<file path="src/rtl/stable_strobe_pkg.sv">
// Shared definitions for the strobe stretcher: state encoding and hold/gap counter sizing.
package stable_strobe_pkg;

  typedef enum logic [1:0] {
    ST_IDLE = 2'd0,
    ST_HOLD = 2'd1,
    ST_GAP  = 2'd2
  } state_e;

  // Width of a down-counter that can hold the larger of the two period lengths.
  function automatic int unsigned cnt_width(input int unsigned hold_cycles,
                                            input int unsigned gap_cycles);
    int unsigned m;
    m = (hold_cycles > gap_cycles) ? hold_cycles : gap_cycles;
    return $clog2(m + 1);
  endfunction

endpackage

</file>
<file path="src/rtl/strobe_sat_counter.sv">
// Saturating up/down counter of queued strobes; ovf pulses when an increment is lost at full.
module strobe_sat_counter #(
  parameter int unsigned PEND_W = 2
) (
  input  logic              clk,
  input  logic              rst,
  input  logic              inc,
  input  logic              dec,
  output logic [PEND_W-1:0] count,
  output logic              ovf
);

  logic [PEND_W-1:0] count_q, count_d;
  logic              full;

  always_comb begin
    full    = (count_q == '1);
    ovf     = inc & ~dec & full;
    count_d = count_q;
    if (inc && !dec && !full) begin
      count_d = count_q + 1'b1;
    end else if (dec && !inc && (count_q != '0)) begin
      count_d = count_q - 1'b1;
    end
  end

  always_ff @(posedge clk or negedge rst) begin
    if (!rst) begin
      count_q <= '0;
    end else begin
      count_q <= count_d;
    end
  end

  assign count = count_q;

endmodule

</file>
<file path="src/rtl/strobe_to_stable.sv">
// Stretches single-cycle strobes into HOLD_CYCLES-high / GAP_CYCLES-low pulses with a replay queue.
// Optional STROBE_RETRIGGER_EN: a strobe during the high period extends it instead of queuing.
module strobe_to_stable #(
  parameter int unsigned HOLD_CYCLES = 4,
  parameter int unsigned GAP_CYCLES  = 2,
  parameter int unsigned PEND_W      = 2
) (
  input  logic              clk,
  input  logic              rst,
  input  logic              strobe,
  input  logic              clr_ovr,
  output logic              q,
  output logic              busy,
  output logic [PEND_W-1:0] pending,
  output logic              overrun
);

  import stable_strobe_pkg::*;

  localparam int unsigned CNT_W = cnt_width(HOLD_CYCLES, GAP_CYCLES);
  localparam logic [CNT_W-1:0] HOLD_LD = CNT_W'(HOLD_CYCLES - 1);
  localparam logic [CNT_W-1:0] GAP_LD  = CNT_W'(GAP_CYCLES - 1);

  state_e            state_q, state_d;
  logic [CNT_W-1:0]  cnt_q, cnt_d;
  logic              q_q, q_d;
  logic              busy_q, busy_d;
  logic              ovr_q, ovr_d;
  logic              pend_inc, pend_dec, pend_ovf;
  logic [PEND_W-1:0] pend_cnt;

  strobe_sat_counter #(
    .PEND_W(PEND_W)
  ) u_pend (
    .clk  (clk),
    .rst  (rst),
    .inc  (pend_inc),
    .dec  (pend_dec),
    .count(pend_cnt),
    .ovf  (pend_ovf)
  );

  always_comb begin
    state_d  = state_q;
    cnt_d    = cnt_q;
    pend_inc = 1'b0;
    pend_dec = 1'b0;
    case (state_q)
      ST_IDLE: begin
        if (strobe) begin
          state_d = ST_HOLD;
          cnt_d   = HOLD_LD;
        end
      end
      ST_HOLD: begin
`ifdef STROBE_RETRIGGER_EN
        if (strobe) begin
          cnt_d = HOLD_LD;
        end else if (cnt_q != '0) begin
          cnt_d = cnt_q - 1'b1;
        end else begin
          state_d = ST_GAP;
          cnt_d   = GAP_LD;
        end
`else
        pend_inc = strobe;
        if (cnt_q != '0) begin
          cnt_d = cnt_q - 1'b1;
        end else begin
          state_d = ST_GAP;
          cnt_d   = GAP_LD;
        end
`endif
      end
      ST_GAP: begin
        pend_inc = strobe;
        if (cnt_q != '0) begin
          cnt_d = cnt_q - 1'b1;
        end else if ((pend_cnt != '0) || strobe) begin
          // A strobe landing on the restart cycle counts in and out at once, so pending holds.
          state_d  = ST_HOLD;
          cnt_d    = HOLD_LD;
          pend_dec = 1'b1;
        end else begin
          state_d = ST_IDLE;
        end
      end
      default: begin
        state_d = ST_IDLE;
        cnt_d   = '0;
      end
    endcase
    q_d    = (state_d == ST_HOLD);
    busy_d = (state_d != ST_IDLE);
    ovr_d  = pend_ovf | (ovr_q & ~clr_ovr);
  end

  always_ff @(posedge clk or negedge rst) begin
    if (!rst) begin
      state_q <= ST_IDLE;
      cnt_q   <= '0;
      q_q     <= 1'b0;
      busy_q  <= 1'b0;
      ovr_q   <= 1'b0;
    end else begin
      state_q <= state_d;
      cnt_q   <= cnt_d;
      q_q     <= q_d;
      busy_q  <= busy_d;
      ovr_q   <= ovr_d;
    end
  end

  assign q       = q_q;
  assign busy    = busy_q;
  assign pending = pend_cnt;
  assign overrun = ovr_q;

endmodule

</file>
<file path="config.mk">
export PLATFORM = sky130hd
export DESIGN_NAME = strobe_to_stable
export DESIGN_NICKNAME = d
export VERILOG_FILES = /design/src/rtl/stable_strobe_pkg.sv /design/src/rtl/strobe_sat_counter.sv /design/src/rtl/strobe_to_stable.sv
export SDC_FILE = /design/constraint.sdc
export NUM_CORES = 1
export LEC_CHECK = 0
export CAP_MARGIN = 10
export CORE_UTILIZATION = 50
export DETAILED_ROUTE_END_ITERATION = 10
export GPL_TIMING_DRIVEN = 0
export HOLD_SLACK_MARGIN = 0.15
export MAX_ROUTING_LAYER = met4
export PLACE_DENSITY = 0.8
export SLEW_MARGIN = 20
export SYNTH_ARGS = -nofsm -noshare
export SYNTH_HDL_FRONTEND = slang
export SYNTH_SLANG_ARGS = --single-unit
</file>
<file path="constraint.sdc">
create_clock -name clk -period 4.3 [get_ports clk]
set_input_delay 0.86 -clock clk [delete_from_list [all_inputs] [get_ports clk]]
set_output_delay 0.86 -clock clk [all_outputs]
set_load 0.005 [all_outputs]
</file>
=== Word level (Yosys, flattened, before mapping) ===
Index checks and enable logic that the tools add are counted.

* Input port bits: 4
* Register bits after elaboration: 10

* Muxes and demuxes: 16
* Equality and inequality tests: 6
* $add $sub $neg: 3
* Reductions and logical operators: 15
* Bitwise logic cells: 6

{| class="wikitable"
|+ Operators with widths
! operator !! count
|-
| $mux 3 || 4
|-
| $mux 2 || 5
|-
| $pmux 3 s3 || 1
|-
| $pmux 2 s3 || 1
|-
| $reduce_bool 2->1 || 3
|-
| $mux 1 || 5
|-
| $eq 2x1->1 const B || 2
|-
| $eq 2x2->1 const B || 2
|-
| $logic_and 1x1->1 || 4
|-
| $and 1x1->1 || 3
|-
| $logic_not 1->1 || 3
|-
| $ne 3x3->1 const B || 1
|-
| $reduce_bool 3->1 || 1
|-
| $sub 3x1->3 const B || 1
|-
| $add 2x1->2 const B || 1
|-
| $logic_not 2->1 || 1
|-
| $ne 2x2->1 const B || 1
|-
| $not 1->1 || 2
|-
| $reduce_and 2->1 || 1
|-
| $reduce_or 2->1 || 1
|-
| $sub 2x1->2 const B || 1
|-
| $logic_or 1x1->1 || 1
|-
| $or 1x1->1 || 1
|}

=== Depth between registers and ports, before layout ===
Gate-level depths: netlist of the first run.

* Depth in word-level cells: 9
* Gate-level depth with buffers: 5

=== Modules after synthesis ===
Synthesis of the first run repeated with hierarchy kept, for this count alone.

* Cells, all modules: 65
* Area, all modules: 663.1 um^2

{| class="wikitable"
|+ Modules (own cells, without submodules)
! module !! area each (um^2) !! sequential area each (um^2) !! instances !! cells an instance
|-
| strobe_to_stable || 540.5 || 200.2 || 1 || 52
|-
| strobe_sat_counter || 122.6 || 50.0 || 1 || 13
|}

=== Worst setup path after synthesis of the first run ===
OpenSTA, ideal clock, no wires.

* Kind: input to register
* Start point: in strobe
* End point: reg q_q (netlist: q)
* Path buffers: 0
* Library setup time: 0.121 ns
* Arrival time: 1.481 ns
* Setup slack: 2.698 ns
* Stages: 3
* Cells stage by stage: o311ai_1 o211ai_1 and4b_1

* Longest elaborated chain between the ends: 5
* Elaborated cells between the ends (all ways): 6
* Classes of those cells: eq/ne (1); mux (4); reduce/logical (1)

{| class="wikitable"
|+ RTL lines
! what !! RTL line !! source
|-
| from (decl) || strobe_to_stable.sv:10 || <nowiki>input logic strobe,</nowiki>
|-
| $logic_or 1x1->1 || strobe_to_stable.sv:79 || <nowiki>end else if ((pend_cnt != '0) || strobe) begin</nowiki>
|-
| $mux 1 || strobe_to_stable.sv:79 ||
|-
| $mux 2 || strobe_to_stable.sv:77 || <nowiki>if (cnt_q != '0) begin</nowiki>
|-
| $pmux 2 s3 * || strobe_to_stable.sv:48 || <nowiki>case (state_q)</nowiki>
|-
| $eq 2x1->1 * || strobe_to_stable.sv:93 || <nowiki>q_d = (state_d == ST_HOLD);</nowiki>
|-
| net q_d || strobe_to_stable.sv:26 || <nowiki>logic q_q, q_d;</nowiki>
|-
| to (signal assigned) || strobe_to_stable.sv:108 || <nowiki>q_q <= q_d;</nowiki>
|-
| to (decl) || strobe_to_stable.sv:26 ||
|}

Mark *: on every way through the listed nets, which the timed path passes. The rest lies on a longest branch.
A chain may end at the register's enable or synchronous reset.

=== Worst setup path after layout of the first run ===
* Start point: reg u_pend.count_q[1] (netlist: u_pend.count[1])
* End point: out pending[1]

{| class="wikitable"
|+ RTL lines
! what !! RTL line !! source
|-
| from (decl) || strobe_sat_counter.sv:13 || <nowiki>logic [PEND_W-1:0] count_q, count_d;</nowiki>
|-
| from (signal assigned) || strobe_sat_counter.sv:31 || <nowiki>count_q <= count_d;</nowiki>
|-
| to (decl) || strobe_to_stable.sv:14 || <nowiki>output logic [PEND_W-1:0] pending,</nowiki>
|}

No word-level cell between the ends.

==> results of run 1 <==
[how the worst max path moves through the flow]
stage / start / endpoint / slack [ps] / depth (start not counted)
after floorplan: strobe / q / 2700 / 3
after global placement: strobe / q / 2020 / 4
after detailed placement: strobe / q / 1990 / 4
after CTS: u_pend.count[1] / pending[1] / 2120 / 1
after global routing: u_pend.count[1] / pending[1] / 2070 / 1
final: u_pend.count[1] / pending[1] / 2120 / 1
[cell families after synthesis]
logic type / after synthesis
compound gates: 23
buf+inv: 7
flops: 10
fa+ha+maj: 6
mux: 1
simple gates: 19
[placed cells by master, fill, tap and decap left out, types with 2 or more instances in the layout]
cell              n
o211ai_1          3
nand2b_1          2
o21ai_0           3
o311ai_1          2
clkdlybuf4s50_1   8
clkbuf_4          3
nor2b_1           4
inv_1             7
dfrtp_1          10
nor2_1            3
o211a_1           2
ha_1              6
a21oi_1           4
nand2_1           3
o21ai_1           2
[cell type report]
class	instances	area, um2
Clock buffer	4	36.28
Timing Repair Buffer	8	80.08
Multi-Input combinational cell	49	372.9
Sequential cell	10	250.2
Fill cell	85	372.9
Tap cell	14	17.52
Inverter	7	26.28
[registers in the layout, summed over array words and instances, names as in the netlist]
| signal | flops |
|---|---|
| u_pend.count | 2 |
| busy | 1 |
| cnt_q | 3 |
| q | 1 |
| state_q | 2 |
| overrun | 1 |
[synth_stat cells (all sizes together)]
| cell type | number |
|---|---|
| or2 | 1 |
| o211a | 2 |
| a31oi | 1 |
| and4b | 1 |
| o21a | 1 |
| nor4bb | 1 |
| and2b | 1 |
| o32ai | 1 |
| a21o | 1 |
| nand2b | 2 |
| nor2 | 3 |
| a311oi | 1 |
| nand2 | 3 |
| dfrtp | 10 |
| nor2b | 4 |
| o311ai | 2 |
| nand3 | 1 |
| mux2i | 1 |
| o211ai | 3 |
| nand3b | 1 |
| ha | 6 |
| a21boi | 1 |
| and2 | 1 |
| o21ai | 5 |
| a21oi | 4 |
| inv | 7 |
| o31ai | 1 |
[metal layers]
metal,share of wire [%],wire [um],vias to the layer above,global-route usage [%]
met5,0,0,-,-
met4,3.5,44,0,17.86
met3,3.0,38,6,5.814
met2,47,592,10,33.90
met1,46,572,252,29.21
li1,-,-,267,-
[worst register-to-register path: cells and delay by family, from the launching register on]
family | cells | cell delay, ps
and+or+nand+nor | 2 | 590
adders and majority gates | 1 | 320
DFF | 1 | 410
AOI/OAI and AO/OA | 1 | 210
muxes | 1 | 180
[metrics by stage]
| stage | std cells | power [uW] | worst slack (ps) | hold slack (ps) | util, % |
|---|---|---|---|---|---|
| 2_1_floorplan | 66 | 351.1 | 2698 | 522.6 | - |
| 3_3_place_gp | 88 | 431.3 | 2021 | 518.2 | 64.61 |
| 5_1_grt | 92 | 570.2 | 2067 | 553.9 | 67.75 |
| 6_report | 92 | 527.2 | 2116 | 538.1 | 67.75 |
| 3_5_place_dp | 88 | 440.3 | 1989 | 531.7 | 64.61 |
| 4_1_cts | 92 | 529.0 | 2121 | 540.6 | 67.75 |
[report_power, final]
group	internal [uW]	switching, uW	total (uW)
clock	51.4	35.6	87.0
combinational	139	129	268
sequential	133	38.9	172
total	324	204	527
==> impl_metrics.tcl, run 1 <==
set metrics [dict create \
    cp-end-kind "output port" \
    period_needed_ps 2184 \
    min_path_type "reg2reg" \
    crit_buf_inv 1 \
    grt_setup_unrepaired "false" \
    routed_wirelength_mm 1.247 \
    ys_types 28 \
    synth_area_um2 649.4 \
    yosys.area_share.adder_pct 11.56 \
    dr.pass1.iters 4 \
    cp.required_ps 3440 \
    layout-drive-gt1-share_pct 7.692 \
    area_growth_pct 20.62 \
    place_area_um2 747.0 \
    core_um2 1156 \
    die_area_um2 1447 \
    r2r_setup_slack_ps 2500 \
    max_freq_mhz 457.9 \
    min_path_cells 2 \
    p_leak_uw 0.0003646 \
    die_w_um 38.04 \
    grt_pass1_vias 492 \
    ys_seq_elements 10 \
    synth.avg_cell_area_um2 9.839 \
    grt_max_degree 11 \
    vias 535 \
    gp_congestion 0.7305 \
    crit_path_max_incr_delay_ps 560 \
    grt-ovfl-total 0 \
    cts_tree "yes" \
    cp-start-kind "flip-flop" \
    track_usage_pct 23.89 \
    clockBufferDepth 2 \
    grt_antenna_before_repair 0 \
    cts_hold_buf 0 \
    synthMuxAreaShare_pct 1.541 \
    fin_worst_skew_ps 9.491 \
    synth_top_family_by_area "compound AO/OA/AOI/OAI gates" \
    port_buffers 8 \
    maxCapViolCount 0 \
    slew_violations 0 \
    die_y_um 38.04 \
    io_pins 9 \
    fin_area_um2 783.3 \
    cp_data_arrival_time_ps 1320 \
    synth_top_area_share_pct 38.54 \
    wl_per_cell_um 13.55 \
    max_slew.worst_pin.slew_ps 461.5 \
    antennaDiodeCount 0 \
    cts_setup_buffers 0 \
    critical-path-slowest-cell "clkdlybuf4s50_1" \
    syn_inst 66 \
    clkSlewWorstSetupHoldPaths_ps 80 \
    fin_crit_sh_pct 50.79 \
    path_cells "clkdlybuf4s50_1" \
    ir_worst_vdd_mv 0.3188 \
    floorplan.initialDensity_pct 56.17 \
    tns_ps 0 \
    synth_compound_area_share_pct 24.66 \
    ant_nets 0 \
    yosys-top-cells-area "dfrtp_1, ha_1, inv_1, nor2b_1, nor4bb_4" \
    cpLargestDelayFamily "buffers and inverters" \
    grt_pass1_wl_mm 2.221 \
    clock_latency_ps 270 \
    worstReg2RegStart "cnt_q[0]" \
    drc_errors 0 \
    yosysTopAreaCell "dfrtp_1" \
    syn_nets 76 \
    finalNetCount 89 \
    status "completed" \
    finalHoldViolCount 0 \
    relSlewSlack_pct 69.14 \
    post-dp-hpwl_um 935 \
    cts.sinks 10 \
    cp_max_fo 7 \
    cts_root_buf "clkbuf_4" \
    first_iter_violations 20 \
    setup_viol 0 \
    r2r-end "cnt_q[2]" \
    cts_resized 0 \
    routed_via_density 5.815 \
    synth-simple-area-share_pct 19.65 \
    yosysSeqAreaShare_pct 38.54 \
    row_count 12 \
    hp-start "overrun" \
    numCtsBuffers 3 \
    min_to "overrun" \
    synth_xor_xnor_area_share_pct 0 \
    crit_type "reg2out" \
    r2r_cells 5 \
    htree_levels 1 \
    powerDensity_nw_per_um2 673.1 \
    yosysWarnings 0 \
]
Power figures use the tool's default switching activity.
==> run 2: changes to the inputs <==
Settings changed: CORE_UTILIZATION 50 to 46, PLACE_DENSITY 0.8 to 0.78.
Clock period 4.3 ns to 1.9 ns, I/O delays scaled along.
==> impl_metrics.tcl, run 2 (synthesized netlist as in run 1, its figures left out) <==
set metrics [dict create \
    grt_antenna_before_repair 0 \
    clkSlewWorstSetupHoldPaths_ps 60 \
    holdWs_ps 421.9 \
    crit_type "reg2reg" \
    grt_max_degree 11 \
    cts_setup_buffers 0 \
    first_iter_violations 12 \
    cp.required_ps 2090 \
    drc_errors 0 \
    numCtsBuffers 3 \
    ant_nets 0 \
    die_y_um 39.57 \
    grt_pass1_vias 467 \
    htree_levels 1 \
    cts.sinks 10 \
    final_common_cell "dfrtp_1" \
    largest_reg_flops 3 \
    finalNetCount 89 \
    cts_root_buf "clkbuf_4" \
    ir_worst_vdd_mv 0.7614 \
    status "completed" \
    grt-ovfl-total 0 \
    relSlewSlack_pct 70.46 \
    critPathLaunch "cnt_q[0]" \
    port_buffers 8 \
    routed-wl-met3_um 50 \
    period_needed_ps 1770 \
    maxCapViolCount 0 \
    clockBufferDepth 2 \
    setup_viol 0 \
    track_usage_pct 21.21 \
    fin_worst_skew_ps 3.220 \
    slew_violations 0 \
    drt-met1-wl_um 598 \
    floorplan.initialDensity_pct 49.90 \
    max_freq_mhz 565.0 \
    cp_max_fo 8 \
    finalHoldViolCount 0 \
    n_fill_cell 117 \
    tns_ps 0 \
    met2WireLength_um 675 \
    area_growth_pct 21.19 \
    gp_congestion 0.7769 \
    regMostFlops "cnt_q" \
    wl_per_cell_um 14.35 \
    dr.max_layer_used "met4" \
    cts_tree "yes" \
    row_count 13 \
    min_path_type "in2async" \
    routed_wirelength_mm 1.335 \
    layout-drive-gt1-share_pct 8.974 \
    cp-end-kind "flip-flop" \
    fin_crit_sh_pct 93.15 \
    die_w_um 39.57 \
    grt_setup_unrepaired "false" \
    multiInputGateArea_um2 375.4 \
    post-dp-hpwl_mm 1.055 \
    cp_data_arrival_time_ps 1960 \
    die_area_um2 1566 \
    io_pins 9 \
    regArea_um2 250.2 \
    cp-start-kind "flip-flop" \
    cts_hold_buf 0 \
    p_leak_uw 0.0003635 \
    worstReg2RegStart "cnt_q[0]" \
    max_slew.worst_pin.slew_ps 441.8 \
    antennaDiodeCount 0 \
    powerDensity_nw_per_um2 1525 \
    cts_resized 0 \
    dr.pass1.iters 4 \
    clock_latency_ps 270 \
    routed_via_density 5.753 \
    mostFrequentLayoutCells "dfrtp_1, clkdlybuf4s50_1, inv_1" \
    grt_pass1_wl_mm 2.042 \
    core_um2 1301 \
    vias 535 \
]
[run 2: cell counts in the layout (fill, tap and decap cells not counted)]
No cell type changed its count.
[run 2: worst max-delay path: stages, from the launching register on]
cell and delay (ps):
dfrtp_1 420, nor2_1 240, ha_2 300, nor4bb_4 360
o21a_2 200, mux2i_1 170
[run 2: area by class of cell]
class | count | share of cell area [%]
Sequential cell | 10 | 31.80
Tap cell | 15 | 2.385
Clock buffer | 4 | 4.610
Inverter | 7 | 3.339
Timing Repair Buffer | 8 | 10.17
Multi-Input combinational cell | 49 | 47.69
[run 2: path summary, 6_finish.rpt]
path                                    to  slack [ps]  depth (start not counted)
setup / recovery                  cnt_q[2]         130                          5
setup reg to reg                  cnt_q[2]         130                          5
max in group asynchronous  u_pend.count[1]        1170                          1
min in group clk                   overrun         540                          2
hold reg to reg                    overrun         540                          2
hold / removal                           q         420                          1
[run 2: metrics by stage]
step	power (uW)	utilization, %	setup slack (ps)	instances	cell area [um2]
after floorplan	794.6	-	351.0	66	649.4
after global placement	974.1	57.50	80.96	89	748.2
after detailed placement	1015	57.50	37.89	89	748.2
after CTS	1206	60.29	70.85	93	784.5
after global routing	1308	60.48	24.45	93	787.0
final	1200	60.48	130.1	93	787.0
[run 2: layer usage]
metal	global-route usage [%]	vias up
li1	-	266
met1	24.22	259
met2	33.20	8
met3	8.523	2
met4	7.759	0
met5	-	-
[run 2: where the power goes]
part	leakage (uW)	switching, uW	internal, uW
Combinational	0.000223	299	317
Clock	0.0000210	72.1	116
Sequential	0.000120	93.0	302
